<file path="config.mk">
export PLATFORM = sky130hd
export DESIGN_NAME = sdram_traffic_gen_flat
export DESIGN_NICKNAME = d
export VERILOG_FILES = /design/src/rtl/sdram_tg_pkg.sv /design/src/rtl/sdram_traffic_gen_if.sv /design/src/rtl/sdram_pattern_gen.sv /design/src/rtl/sdram_traffic_gen.sv /design/src/flat_wrapper.sv
export SDC_FILE = /design/constraint.sdc
export NUM_CORES = 1
export LEC_CHECK = 0
export BUFFER_PORTS_ARGS = -buffer_cell sky130_fd_sc_hd__buf_2
export CAP_MARGIN = 5
export CORE_AREA = 2 2 279 281
export CTS_CLUSTER_SIZE = 30
export DETAILED_ROUTE_END_ITERATION = 16
export DIE_AREA = 0 0 281 283
export PLACE_DENSITY_LB_ADDON = 0.15
export SETUP_SLACK_MARGIN = 0.2
export SLEW_MARGIN = 30
export SYNTH_ARGS = -nofsm -noshare
export SYNTH_HDL_FRONTEND = slang
export SYNTH_HIERARCHICAL = 1
export SYNTH_SLANG_ARGS = --single-unit
export TNS_END_PERCENT = 100
</file>
<file path="constraint.sdc">
create_clock -name iclk -period 9.96 [get_ports iclk]
set_input_delay 0.996 -clock iclk [delete_from_list [all_inputs] [get_ports iclk]]
set_output_delay 0.996 -clock iclk [all_outputs]
set_load 0.01 [all_outputs]
</file>
<file path="src/rtl/sdram_tg_pkg.sv">
// sdram_tg_pkg: shared types, LFSR taps and LFSR step for the SDRAM traffic generator.
package sdram_tg_pkg;
    typedef enum logic [2:0] {IDLE, WREQ, WDROP, RREQ, RDROP, FINISH} state_t;
    typedef enum logic [1:0] {PAT_ADDR, PAT_INV_ADDR, PAT_LFSR, PAT_CONST} pattern_t;
    localparam logic [31:0] LFSR_TAPS = 32'h80200003;
    function automatic logic [31:0] lfsr_next(input logic [31:0] s);
        return s[0] ? ((s >> 1) ^ LFSR_TAPS) : (s >> 1);
    endfunction
endpackage

</file>
<file path="src/rtl/sdram_traffic_gen_if.sv">
// sdram_traffic_gen_if: request/ack port between the traffic generator and sdram_controller.
interface sdram_traffic_gen_if #(parameter int DATA_W = 128, parameter int ADDR_W = 22);
    logic              owrite_req, iwrite_ack, oread_req, iread_ack;
    logic [ADDR_W-1:0] owrite_address, oread_address;
    logic [DATA_W-1:0] owrite_data, iread_data;
    modport master(output owrite_req, owrite_address, owrite_data, oread_req, oread_address,
                   input iwrite_ack, iread_data, iread_ack);
    modport slave(input owrite_req, owrite_address, owrite_data, oread_req, oread_address,
                  output iwrite_ack, iread_data, iread_ack);
endinterface

</file>
<file path="src/rtl/sdram_pattern_gen.sv">
// sdram_pattern_gen: holds the LFSR and forms the write/expected word; shared by write and read phases.
module sdram_pattern_gen
    import sdram_tg_pkg::*;
#(parameter int DATA_W = 128, parameter int ADDR_W = 22) (
    input  logic              clk,
    input  logic              rst_n,
    input  pattern_t          pattern,
    input  logic [ADDR_W-1:0] addr,
    input  logic [31:0]       seed,
    input  logic [DATA_W-1:0] const_data,
    input  logic              load,
    input  logic              advance,
    output logic [DATA_W-1:0] word
);
    logic [31:0]       lfsr;
    logic [DATA_W-1:0] addr_word;
    always_ff @(posedge clk or negedge rst_n)
        if (!rst_n) lfsr <= 32'd1;
        else if (load) lfsr <= (seed == 32'd0) ? 32'd1 : seed;
        else if (advance) lfsr <= lfsr_next(lfsr);
    assign addr_word = DATA_W'(addr);
    always_comb
        word = (pattern == PAT_ADDR)     ? addr_word :
               (pattern == PAT_INV_ADDR) ? ~addr_word :
               (pattern == PAT_LFSR)     ? {(DATA_W/32){lfsr}} : const_data;
endmodule

</file>
<file path="src/rtl/sdram_traffic_gen.sv">
// sdram_traffic_gen: single write/read and write-then-verify sweep driver for the sdram_controller port,
// with mismatch counting and a per-phase watchdog.
module sdram_traffic_gen
    import sdram_tg_pkg::*;
#(
    parameter int DATA_W         = 128,
    parameter int ADDR_W         = 22,
    parameter int ERR_W          = 16,
    parameter int TIMEOUT_CYCLES = 4096
) (
    input  logic                iclk,
    input  logic                ireset_n,
    input  logic                istart_write,
    input  logic                istart_read,
    input  logic                istart_sweep,
    input  logic [ADDR_W-1:0]   isingle_addr,
    input  logic [DATA_W-1:0]   isingle_data,
    input  logic [ADDR_W-1:0]   isweep_base,
    input  logic [ADDR_W-1:0]   isweep_len,
    input  logic [1:0]          ipattern,
    input  logic [31:0]         iseed,
    sdram_traffic_gen_if.master ctrl,
    output logic                obusy,
    output logic                odone,
    output logic                opass,
    output logic                otimeout,
    output logic [ERR_W-1:0]    oerr_count,
    output logic [ADDR_W-1:0]   ofirst_err_addr,
    output logic [DATA_W-1:0]   oread_data
);
    state_t            state, state_n;
    pattern_t          pattern;
    logic              sweep, start, last, waiting, timeout_hit, load, advance, mismatch;
    logic [ADDR_W-1:0] single_addr, base, len, idx, addr;
    logic [DATA_W-1:0] const_data, word;
    logic [31:0]       seed, wd;

    assign start       = state == IDLE && (istart_sweep || istart_write || istart_read);
    assign addr        = sweep ? base + idx : single_addr;
    assign last        = idx == len - ADDR_W'(1);
    assign waiting     = (state == WREQ && !ctrl.iwrite_ack) || (state == WDROP && ctrl.iwrite_ack) ||
                         (state == RREQ && !ctrl.iread_ack) || (state == RDROP && ctrl.iread_ack);
    assign timeout_hit = TIMEOUT_CYCLES != 0 && waiting && wd == 32'(TIMEOUT_CYCLES) - 32'd1;
    assign load        = start || (state == WDROP && !ctrl.iwrite_ack && sweep && last);
    assign advance     = (state == WREQ && ctrl.iwrite_ack) || (state == RREQ && ctrl.iread_ack);
    assign mismatch    = sweep && state == RREQ && ctrl.iread_ack && ctrl.iread_data != word;

    sdram_pattern_gen #(.DATA_W(DATA_W), .ADDR_W(ADDR_W)) u_pat (
        .clk(iclk), .rst_n(ireset_n), .pattern(pattern), .addr(addr),
        .seed(state == IDLE ? iseed : seed), .const_data(const_data),
        .load(load), .advance(advance), .word(word)
    );

    always_comb begin
        state_n = state;
        case (state)
            IDLE:    state_n = !start ? IDLE : (istart_sweep && isweep_len == '0) ? FINISH :
                               (istart_sweep || istart_write) ? WREQ : RREQ;
            WREQ:    state_n = ctrl.iwrite_ack ? WDROP : WREQ;
            WDROP:   state_n = ctrl.iwrite_ack ? WDROP : !sweep ? FINISH : last ? RREQ : WREQ;
            RREQ:    state_n = ctrl.iread_ack ? RDROP : RREQ;
            RDROP:   state_n = ctrl.iread_ack ? RDROP : (sweep && !last) ? RREQ : FINISH;
            default: state_n = IDLE;
        endcase
        if (timeout_hit) state_n = FINISH;
    end

    always_ff @(posedge iclk or negedge ireset_n)
        if (!ireset_n) begin
            state           <= IDLE;
            wd              <= '0;
            sweep           <= 1'b0;
            pattern         <= PAT_ADDR;
            single_addr     <= '0;
            base            <= '0;
            len             <= '0;
            idx             <= '0;
            const_data      <= '0;
            seed            <= '0;
            opass           <= 1'b0;
            otimeout        <= 1'b0;
            oerr_count      <= '0;
            ofirst_err_addr <= '0;
            oread_data      <= '0;
        end else begin
            state <= state_n;
            wd    <= waiting ? wd + 32'd1 : '0;
            if (start) begin
                sweep           <= istart_sweep;
                pattern         <= istart_sweep ? pattern_t'(ipattern) : PAT_CONST;
                single_addr     <= isingle_addr;
                const_data      <= isingle_data;
                base            <= isweep_base;
                len             <= isweep_len;
                seed            <= iseed;
                idx             <= '0;
                opass           <= 1'b1;
                otimeout        <= 1'b0;
                oerr_count      <= '0;
                ofirst_err_addr <= '0;
            end
            if ((state == WDROP && !ctrl.iwrite_ack) || (state == RDROP && !ctrl.iread_ack))
                idx <= last ? '0 : idx + ADDR_W'(1);
            if (state == RREQ && ctrl.iread_ack) oread_data <= ctrl.iread_data;
            if (mismatch) begin
                opass <= 1'b0;
                if (oerr_count != '1) oerr_count <= oerr_count + ERR_W'(1);
                if (oerr_count == '0) ofirst_err_addr <= addr;
            end
            if (timeout_hit) begin
                opass    <= 1'b0;
                otimeout <= 1'b1;
            end
        end

    assign ctrl.owrite_req     = state == WREQ;
    assign ctrl.oread_req      = state == RREQ;
    assign ctrl.owrite_address = addr;
    assign ctrl.oread_address  = addr;
    assign ctrl.owrite_data    = word;
    assign obusy               = state != IDLE;
    assign odone               = state == FINISH;
endmodule

</file>
<file path="src/flat_wrapper.sv">
// flat-port wrapper written by rule: the top's interface ports become plain ports
module sdram_traffic_gen_flat import sdram_tg_pkg::*;
#(
    parameter int DATA_W         = 128,
    parameter int ADDR_W         = 22,
    parameter int ERR_W          = 16,
    parameter int TIMEOUT_CYCLES = 4096
)
  (iclk, ireset_n, istart_write, istart_read, istart_sweep, isingle_addr, isingle_data, isweep_base, isweep_len, ipattern, iseed, obusy, odone, opass, otimeout, oerr_count, ofirst_err_addr, oread_data, ctrl_owrite_req, ctrl_owrite_address, ctrl_owrite_data, ctrl_oread_req, ctrl_oread_address, ctrl_iwrite_ack, ctrl_iread_data, ctrl_iread_ack);
  sdram_traffic_gen_if #(.DATA_W(DATA_W), .ADDR_W(ADDR_W)) ctrl_i ();
  input  logic iclk;
  input  logic ireset_n;
  input  logic istart_write;
  input  logic istart_read;
  input  logic istart_sweep;
  input  logic [ADDR_W-1:0] isingle_addr;
  input  logic [DATA_W-1:0] isingle_data;
  input  logic [ADDR_W-1:0] isweep_base;
  input  logic [ADDR_W-1:0] isweep_len;
  input  logic [1:0] ipattern;
  input  logic [31:0] iseed;
  output logic obusy;
  output logic odone;
  output logic opass;
  output logic otimeout;
  output logic [ERR_W-1:0] oerr_count;
  output logic [ADDR_W-1:0] ofirst_err_addr;
  output logic [DATA_W-1:0] oread_data;
  output wire logic [$bits(ctrl_i.owrite_req)-1:0] ctrl_owrite_req;
  output wire logic [$bits(ctrl_i.owrite_address)-1:0] ctrl_owrite_address;
  output wire logic [$bits(ctrl_i.owrite_data)-1:0] ctrl_owrite_data;
  output wire logic [$bits(ctrl_i.oread_req)-1:0] ctrl_oread_req;
  output wire logic [$bits(ctrl_i.oread_address)-1:0] ctrl_oread_address;
  input wire logic [$bits(ctrl_i.iwrite_ack)-1:0] ctrl_iwrite_ack;
  input wire logic [$bits(ctrl_i.iread_data)-1:0] ctrl_iread_data;
  input wire logic [$bits(ctrl_i.iread_ack)-1:0] ctrl_iread_ack;
  assign ctrl_owrite_req = ctrl_i.owrite_req;
  assign ctrl_owrite_address = ctrl_i.owrite_address;
  assign ctrl_owrite_data = ctrl_i.owrite_data;
  assign ctrl_oread_req = ctrl_i.oread_req;
  assign ctrl_oread_address = ctrl_i.oread_address;
  assign ctrl_i.iwrite_ack = ctrl_iwrite_ack;
  assign ctrl_i.iread_data = ctrl_iread_data;
  assign ctrl_i.iread_ack = ctrl_iread_ack;
  sdram_traffic_gen #(.DATA_W(DATA_W), .ADDR_W(ADDR_W), .ERR_W(ERR_W), .TIMEOUT_CYCLES(TIMEOUT_CYCLES)) u_core (.iclk(iclk), .ireset_n(ireset_n), .istart_write(istart_write), .istart_read(istart_read), .istart_sweep(istart_sweep), .isingle_addr(isingle_addr), .isingle_data(isingle_data), .isweep_base(isweep_base), .isweep_len(isweep_len), .ipattern(ipattern), .iseed(iseed), .ctrl(ctrl_i), .obusy(obusy), .odone(odone), .opass(opass), .otimeout(otimeout), .oerr_count(oerr_count), .ofirst_err_addr(ofirst_err_addr), .oread_data(oread_data));
endmodule
</file>
* Word level (Yosys, flattened, before mapping)
Index checks and enable logic that the tools add are counted.
** Operators by class
- Add/sub/neg operators :: 5
- Equality and inequality tests :: 11
- Muxes and demuxes :: 37
- Bitwise operators :: 2
- Reductions and logical operators :: 38
** Operators with widths (number)
- $mux W128 :: 3
- $mux W32 :: 6
- $mux W22 :: 7
- $ne A128 B128 Y1 :: 1
- $not A22 Y128 :: 1
- $mux W16 :: 3
- $add A32 B1 Y32 const B :: 1
- $eq A32 B12 Y1 const B :: 1
- $logic_not A32 Y1 :: 1
- $mux W3 :: 8
- $add A22 B1 Y22 const B :: 1
- $add A22 B22 Y22 :: 1
- $eq A22 B22 Y1 :: 1
- $logic_not A22 Y1 :: 1
- $sub A22 B1 Y22 const B :: 1
- $logic_and A1 B1 Y1 :: 17
- $add A16 B1 Y16 const B :: 1
- $logic_not A16 Y1 :: 1
- $ne A16 B16 Y1 const B :: 1
- $pmux W3 S5 :: 1
- $logic_or A1 B1 Y1 :: 8
- $mux W2 :: 4
- $eq A3 B2 Y1 const B :: 2
- $eq A3 B3 Y1 const B :: 2
- 10 further kinds :: 19
** Word-level totals
- Flip-flop bits (word level) :: 486
- Input port bits :: 363
- Output and inout port bits :: 344

* Longest topological paths before layout
- Word-level depth :: 9
- Gate-level depth with buffers :: 24

* Modules after synthesis
Netlist, hierarchy kept.
** By module, submodules not included
- sdram_traffic_gen :: times used 1, cells each 2286, area each 22042.4 µm², sequential area each 11360.9 µm²
- sdram_pattern_gen :: times used 1, cells each 478, area each 3338.2 µm², sequential area each 802.0 µm²

* Least setup slack after synthesis
No wires, ideal clock.
- Path type :: register -> register
- From :: reg u_core.idx[0]
- To :: reg u_core.oerr_count[15]
- Arrival :: 4925 ps
- Required time :: 9820 ps
- Setup slack :: 4895 ps
- Stages on the path, launching flop included :: 25
- Path buffers :: 1
- Clock period less this slack :: 5065 ps
- Cell sequence :: dfrtp_1 > ha_1 > inv_1 > fa_1 > nor2b_1 > o31a_1 > o21ai_0 > a21boi_0 > o221ai_1 > o311ai_0 > o311ai_0 > xnor2_1 > mux2_2 > xor2_1 > nor2_1 > a21oi_1 > xor2_1 > nor4_1 > nand4_1 > nor4_1 > a311oi_1 > clkbuf_1 > nand3_1 > o311ai_0 > o41ai_1
** On the way
- Longest elaborated chain between the ends :: 8
** Ends and longest elaborated chain
- from (decl) :: line sdram_traffic_gen.sv:34 : logic [ADDR_W-1:0] single_addr, base, len, idx, addr;
- from (signal assigned) :: line sdram_traffic_gen.sv:103 : idx <= last ? '0 : idx + ADDR_W'(1);
- $add A22 B22 Y22 * :: line sdram_traffic_gen.sv:39 : assign addr = sweep ? base + idx : single_addr;
- $mux W22 * :: line sdram_traffic_gen.sv:39
- net ctrl_oread_address[20] :: line flat_wrapper.sv:33 : output wire logic [$bits(ctrl_i.oread_address)-1:0] ctrl_oread_address;
- $not A22 Y128 :: line sdram_pattern_gen.sv:24 : (pattern == PAT_INV_ADDR) ? ~addr_word :
- $mux W128 :: line sdram_pattern_gen.sv:24
- $mux W128 * :: line sdram_pattern_gen.sv:23 : word = (pattern == PAT_ADDR) ? addr_word :
- net ctrl_owrite_data[20] :: line flat_wrapper.sv:31 : output wire logic [$bits(ctrl_i.owrite_data)-1:0] ctrl_owrite_data;
- $ne A128 B128 Y1 * :: line sdram_traffic_gen.sv:46 : assign mismatch = sweep && state == RREQ && ctrl.iread_ack && ctrl.iread_data != word;
- $logic_and A1 B1 Y1 * :: line sdram_traffic_gen.sv:46
- $mux W16 * :: line sdram_traffic_gen.sv:105 : if (mismatch) begin
- to (signal assigned) :: line sdram_traffic_gen.sv:107 : if (oerr_count != '1) oerr_count <= oerr_count + ERR_W'(1);
- to (decl) :: line sdram_traffic_gen.sv:27 : output logic [ERR_W-1:0] oerr_count,
The timed path passes the listed nets; every way through them passes the cells marked *.
A chain may end at the register's enable or synchronous reset.

* Worst setup path in the final report
- From :: reg u_core.idx[0]
- To :: reg u_core.ofirst_err_addr[15]
** On the way
- Longest elaborated chain between the ends :: 8
- Elaborated cells between the ends (all ways) :: 9
** Ends and longest elaborated chain
- $add A22 B22 Y22 * :: line sdram_traffic_gen.sv:39
- $mux W22 * :: line sdram_traffic_gen.sv:39
- $not A22 Y128 :: line sdram_pattern_gen.sv:24
- $mux W128 :: line sdram_pattern_gen.sv:24
- $mux W128 :: line sdram_pattern_gen.sv:23
- $ne A128 B128 Y1 :: line sdram_traffic_gen.sv:46
- $logic_and A1 B1 Y1 :: line sdram_traffic_gen.sv:46
- $mux W22 * :: line sdram_traffic_gen.sv:105
- to (signal assigned) :: line sdram_traffic_gen.sv:108 : if (oerr_count == '0) ofirst_err_addr <= addr;
- to (decl) :: line sdram_traffic_gen.sv:28 : output logic [ADDR_W-1:0] ofirst_err_addr,
Every way passes the cells marked *; elsewhere a longest branch is shown, timed or not.

==> results.md <==
- Fin crit share: 61.67%
- CTS Hold Bufs: 0
- Gr usage total: 28.63%
- Synth top area share: 47.82%
- Area contributors post-synth: dfrtp_1 48%, nand2_1 12%, mux2_2 7.8%, xor2_1 6.1%, nor2_1 3.5%
- CP Launch Type: flip-flop
- Post-DR wirelength/cell: 25.70 microns
- Largest net degree at the start of global routing: 165
- Initial Utilization: 33.09%
- Antenna violations before repair: 28
- Critical Path, Cell by Cell: ha_1 > inv_1 > fa_1 > nor2b_1 > o31a_1 > o21ai_0 > a21boi_0 > o221ai_1 > o311ai_0 > o311ai_0 > xnor2_1 > mux2_2 > xor2_1 > nor2_1 > a21oi_1 > xor2_1 > nor4_1 > nand4_1 > nor4_1 > a311oi_2 > buf_4 > and4_1 > nor2_1 > a21o_1
- Fmax: 162.8 MHz
- Slew Viols, Final: 0
- Vias: 22,790
- Die height: 283 microns
- Synth area leader: dfrtp_1
- Final Hold Slack: 0.3383 ns
- Fin nets: 3,799
- Max-Cap Viols: 0
- Top FF cell, synth: dfrtp_1
- Global-route wire length before repair: 163.5 mm
- Routed Antenna Nets: 0
- Worst hold-check path type: input pin to async pin
- Final WL: 115.7 mm
- Worst skew pair latency: 0.63 ns
- IO Pins: 707
- Synthesized net count: 3,154
- Crit path max fanout: 21
- Syn. warnings: 6
- PortBufs: 706
- Hpwl dp: 89.22 mm
- Sequential area share after synthesis: 47.92%
- Async SR Flop Fraction: 100.0%
- Post-Syn Area: 25,380 sq um
- Setup WS post-layout: 3.818 ns
- Tmin final: 6.142 ns
- Max_slew headroom: 30.70%
- Die Footprint: 79,520 sq um
- Peak VDD IR: 0.0002596 V
- Root Buffer: clkbuf_16
- Clk pin slew, worst setup/hold paths: 0.06 ns
- Area of the core: 76,700 sq um
- Layout Cells excl Fill: 4,503
- Critical Path AT: 6.65 ns
- Synth cell types: 67
- Clk sinks: 486
- Core Rows: 102
- Placed Instances: 4,388
- Setup TNS: 0 ns
- Critical path class: flip-flop to flip-flop
- Drt first pass iters: 5
- Share of cells above drive strength 1: 30.13%
- DP Worst Slack: 3.871 ns
- Unrepaired setup endpoints after global routing: no
- Grt total ovfl: 0
- Max incr delay on CP: 0.75 ns
- Count leader, synth: nand2_1
- Final Hold Fails: 0
- Vias in the first global route: 22,480
- Measured slew at the worst slew-check pin: 1.040 ns
- Gate Count Post-Synth: 2,764
- First-iteration detailed-routing DRC count: 1,837
- Synth top cells by count: 797 x nand2_1, 485 x dfrtp_1, 234 x nor2_1, 178 x xor2_1, 175 x mux2_2
- Number of buffers created by CTS: 58
- Slowest cell on crit path: and4_1
- Status: completed
- Gpl congestion: 0.9460
- Post-DR vias/cell: 5.062
- CP endpoint kind: flip-flop
- Clock Skew: 0.01339 ns
- Post-CTS setup repair buffer count: 0
- Final setup fails: 0
- Leak: 0.01615 uW
- Syn-to-layout area delta: 25.54%
- Total power: 11,930 uW
- CTS tree: done
- Mapped Avg Cell Area: 9.183 sq um
- P per Cell Area: 374.3 nW/um^2
- Die width: 281 microns
- #FFs+latches synth: 486
- Post-synth EDFFs: 0
- Fill cells: 7,943
- Clock Tree Buf Depth: 3
- Post-CTS sizing: 0
- Remaining DRCs: 0
- H-Tree Depth: 2
- Req. time, crit path: 10.47 ns
-- final timing paths --
check / from / to / slack [ns] / cells past startpoint
max in group asynchronous: ireset_n / u_core/oread_data[54] / 7.68 / 3
setup / recovery: u_core/idx[0] / u_core/ofirst_err_addr[15] / 3.82 / 24
setup reg to reg: u_core/idx[0] / u_core/ofirst_err_addr[15] / 3.82 / 24
hold / removal: ireset_n / u_core/oerr_count[15] / 0.34 / 1
hold reg to reg: u_core/wd[0] / u_core/wd[0] / 0.45 / 1
min in group iclk: u_core/wd[0] / u_core/wd[0] / 0.45 / 1
-- placed cells by master, fill, tap and decap left out, types with 12 or more instances in the layout --
cell       Yosys  layout
or3_1         12      12
o21a_1        42      42
nor3_1        20      19
xnor2_1       52      52
clkbuf_16      0      61
nand2_1      797     795
o21ai_0       93      92
nor2_1       234     233
mux2i_1       55      55
ha_1          26      26
clkbuf_8       0      18
clkbuf_1      96      13
dfrtp_1      485     483
buf_4         36      35
nor4_1        62      59
nand3_1       36      36
mux2_2       175     175
and3_1        18      18
a21o_1        38      38
a21oi_1       74      69
nand4_1       33      33
inv_1         33      33
buf_2         14     705
xor2_1       178     178
-- registers in the layout, indices dropped and copies added (netlist names) --
register                cells
u_core/pattern              2
u_core/wd                  32
u_core/seed                32
u_core/u_pat/lfsr          32
u_core/state                3
u_core/const_data         128
u_core/idx                 22
u_core/ofirst_err_addr     22
u_core/oerr_count          16
u_core/single_addr         22
u_core/sweep                1
u_core/oread_data         128
u_core/otimeout             1
u_core/len                 22
u_core/opass                1
u_core/base                22
-- where the power goes --
part / total [uW] / internal, uW / switching, uW
Combinational: 6310 / 2110 / 4200
Sequential: 3400 / 2800 / 605
Clock: 2220 / 1320 / 897
Total: 11900 / 6230 / 5700
-- final cells by class --
class / instances / area, sq um / area share (%)
Multi-Input combinational cell: 2084 / 12380 / 38.85
Sequential cell: 486 / 12170 / 38.20
Timing Repair Buffer: 746 / 3896 / 12.23
Clock buffer: 92 / 1823 / 5.721
Tap cell: 1040 / 1301 / 4.084
Clock inverter: 14 / 150.1 / 0.4712
Inverter: 33 / 123.9 / 0.3888
Antenna cell: 8 / 20.02 / 0.06283
-- worst max-delay path: cells and delay by family, from the launching register on --
| family | cells | cell delay [ns] |
|---|---|---|
| buffers and inverters | 2 | 0.34 |
| flip-flops | 1 | 0.46 |
| multiplexers | 1 | 0.31 |
| XOR/XNOR | 3 | 0.58 |
| AND/OR/NAND/NOR | 7 | 1.37 |
| adder cells (fa/ha/maj) | 2 | 0.63 |
| AO/OA/AOI/OAI | 9 | 2.31 |
-- cell families after synthesis --
kind of cell | share of synthesized area (%)
DFF | 47.92
and+or+nand+nor | 21.25
xor gates and xnor gates | 7.937
AOI/OAI and AO/OA | 7.888
adders and majority gates | 1.361
buffers and inverters | 3.707
muxes | 9.933
-- through the flow --
step / area [sq um] / util [%]
3_3_place_gp: 29790 / 38.84
5_1_grt: 31860 / 41.54
2_1_floorplan: 25380 / -
3_5_place_dp: 29820 / 38.88
4_1_cts: 31790 / 41.45
6_report: 31860 / 41.54
-- metal layers --
metal | vias up | global-route usage (%) | share of wire [%]
met5 | - | 0 | 0.10
met3 | 179 | 7.900 | 8.3
met1 | 11200 | 38.85 | 43
li1 | 10550 | - | -
met2 | 849 | 43.83 | 45
met4 | 18 | 9.693 | 3.4
No activity file was read; power rests on OpenSTA's default activity.
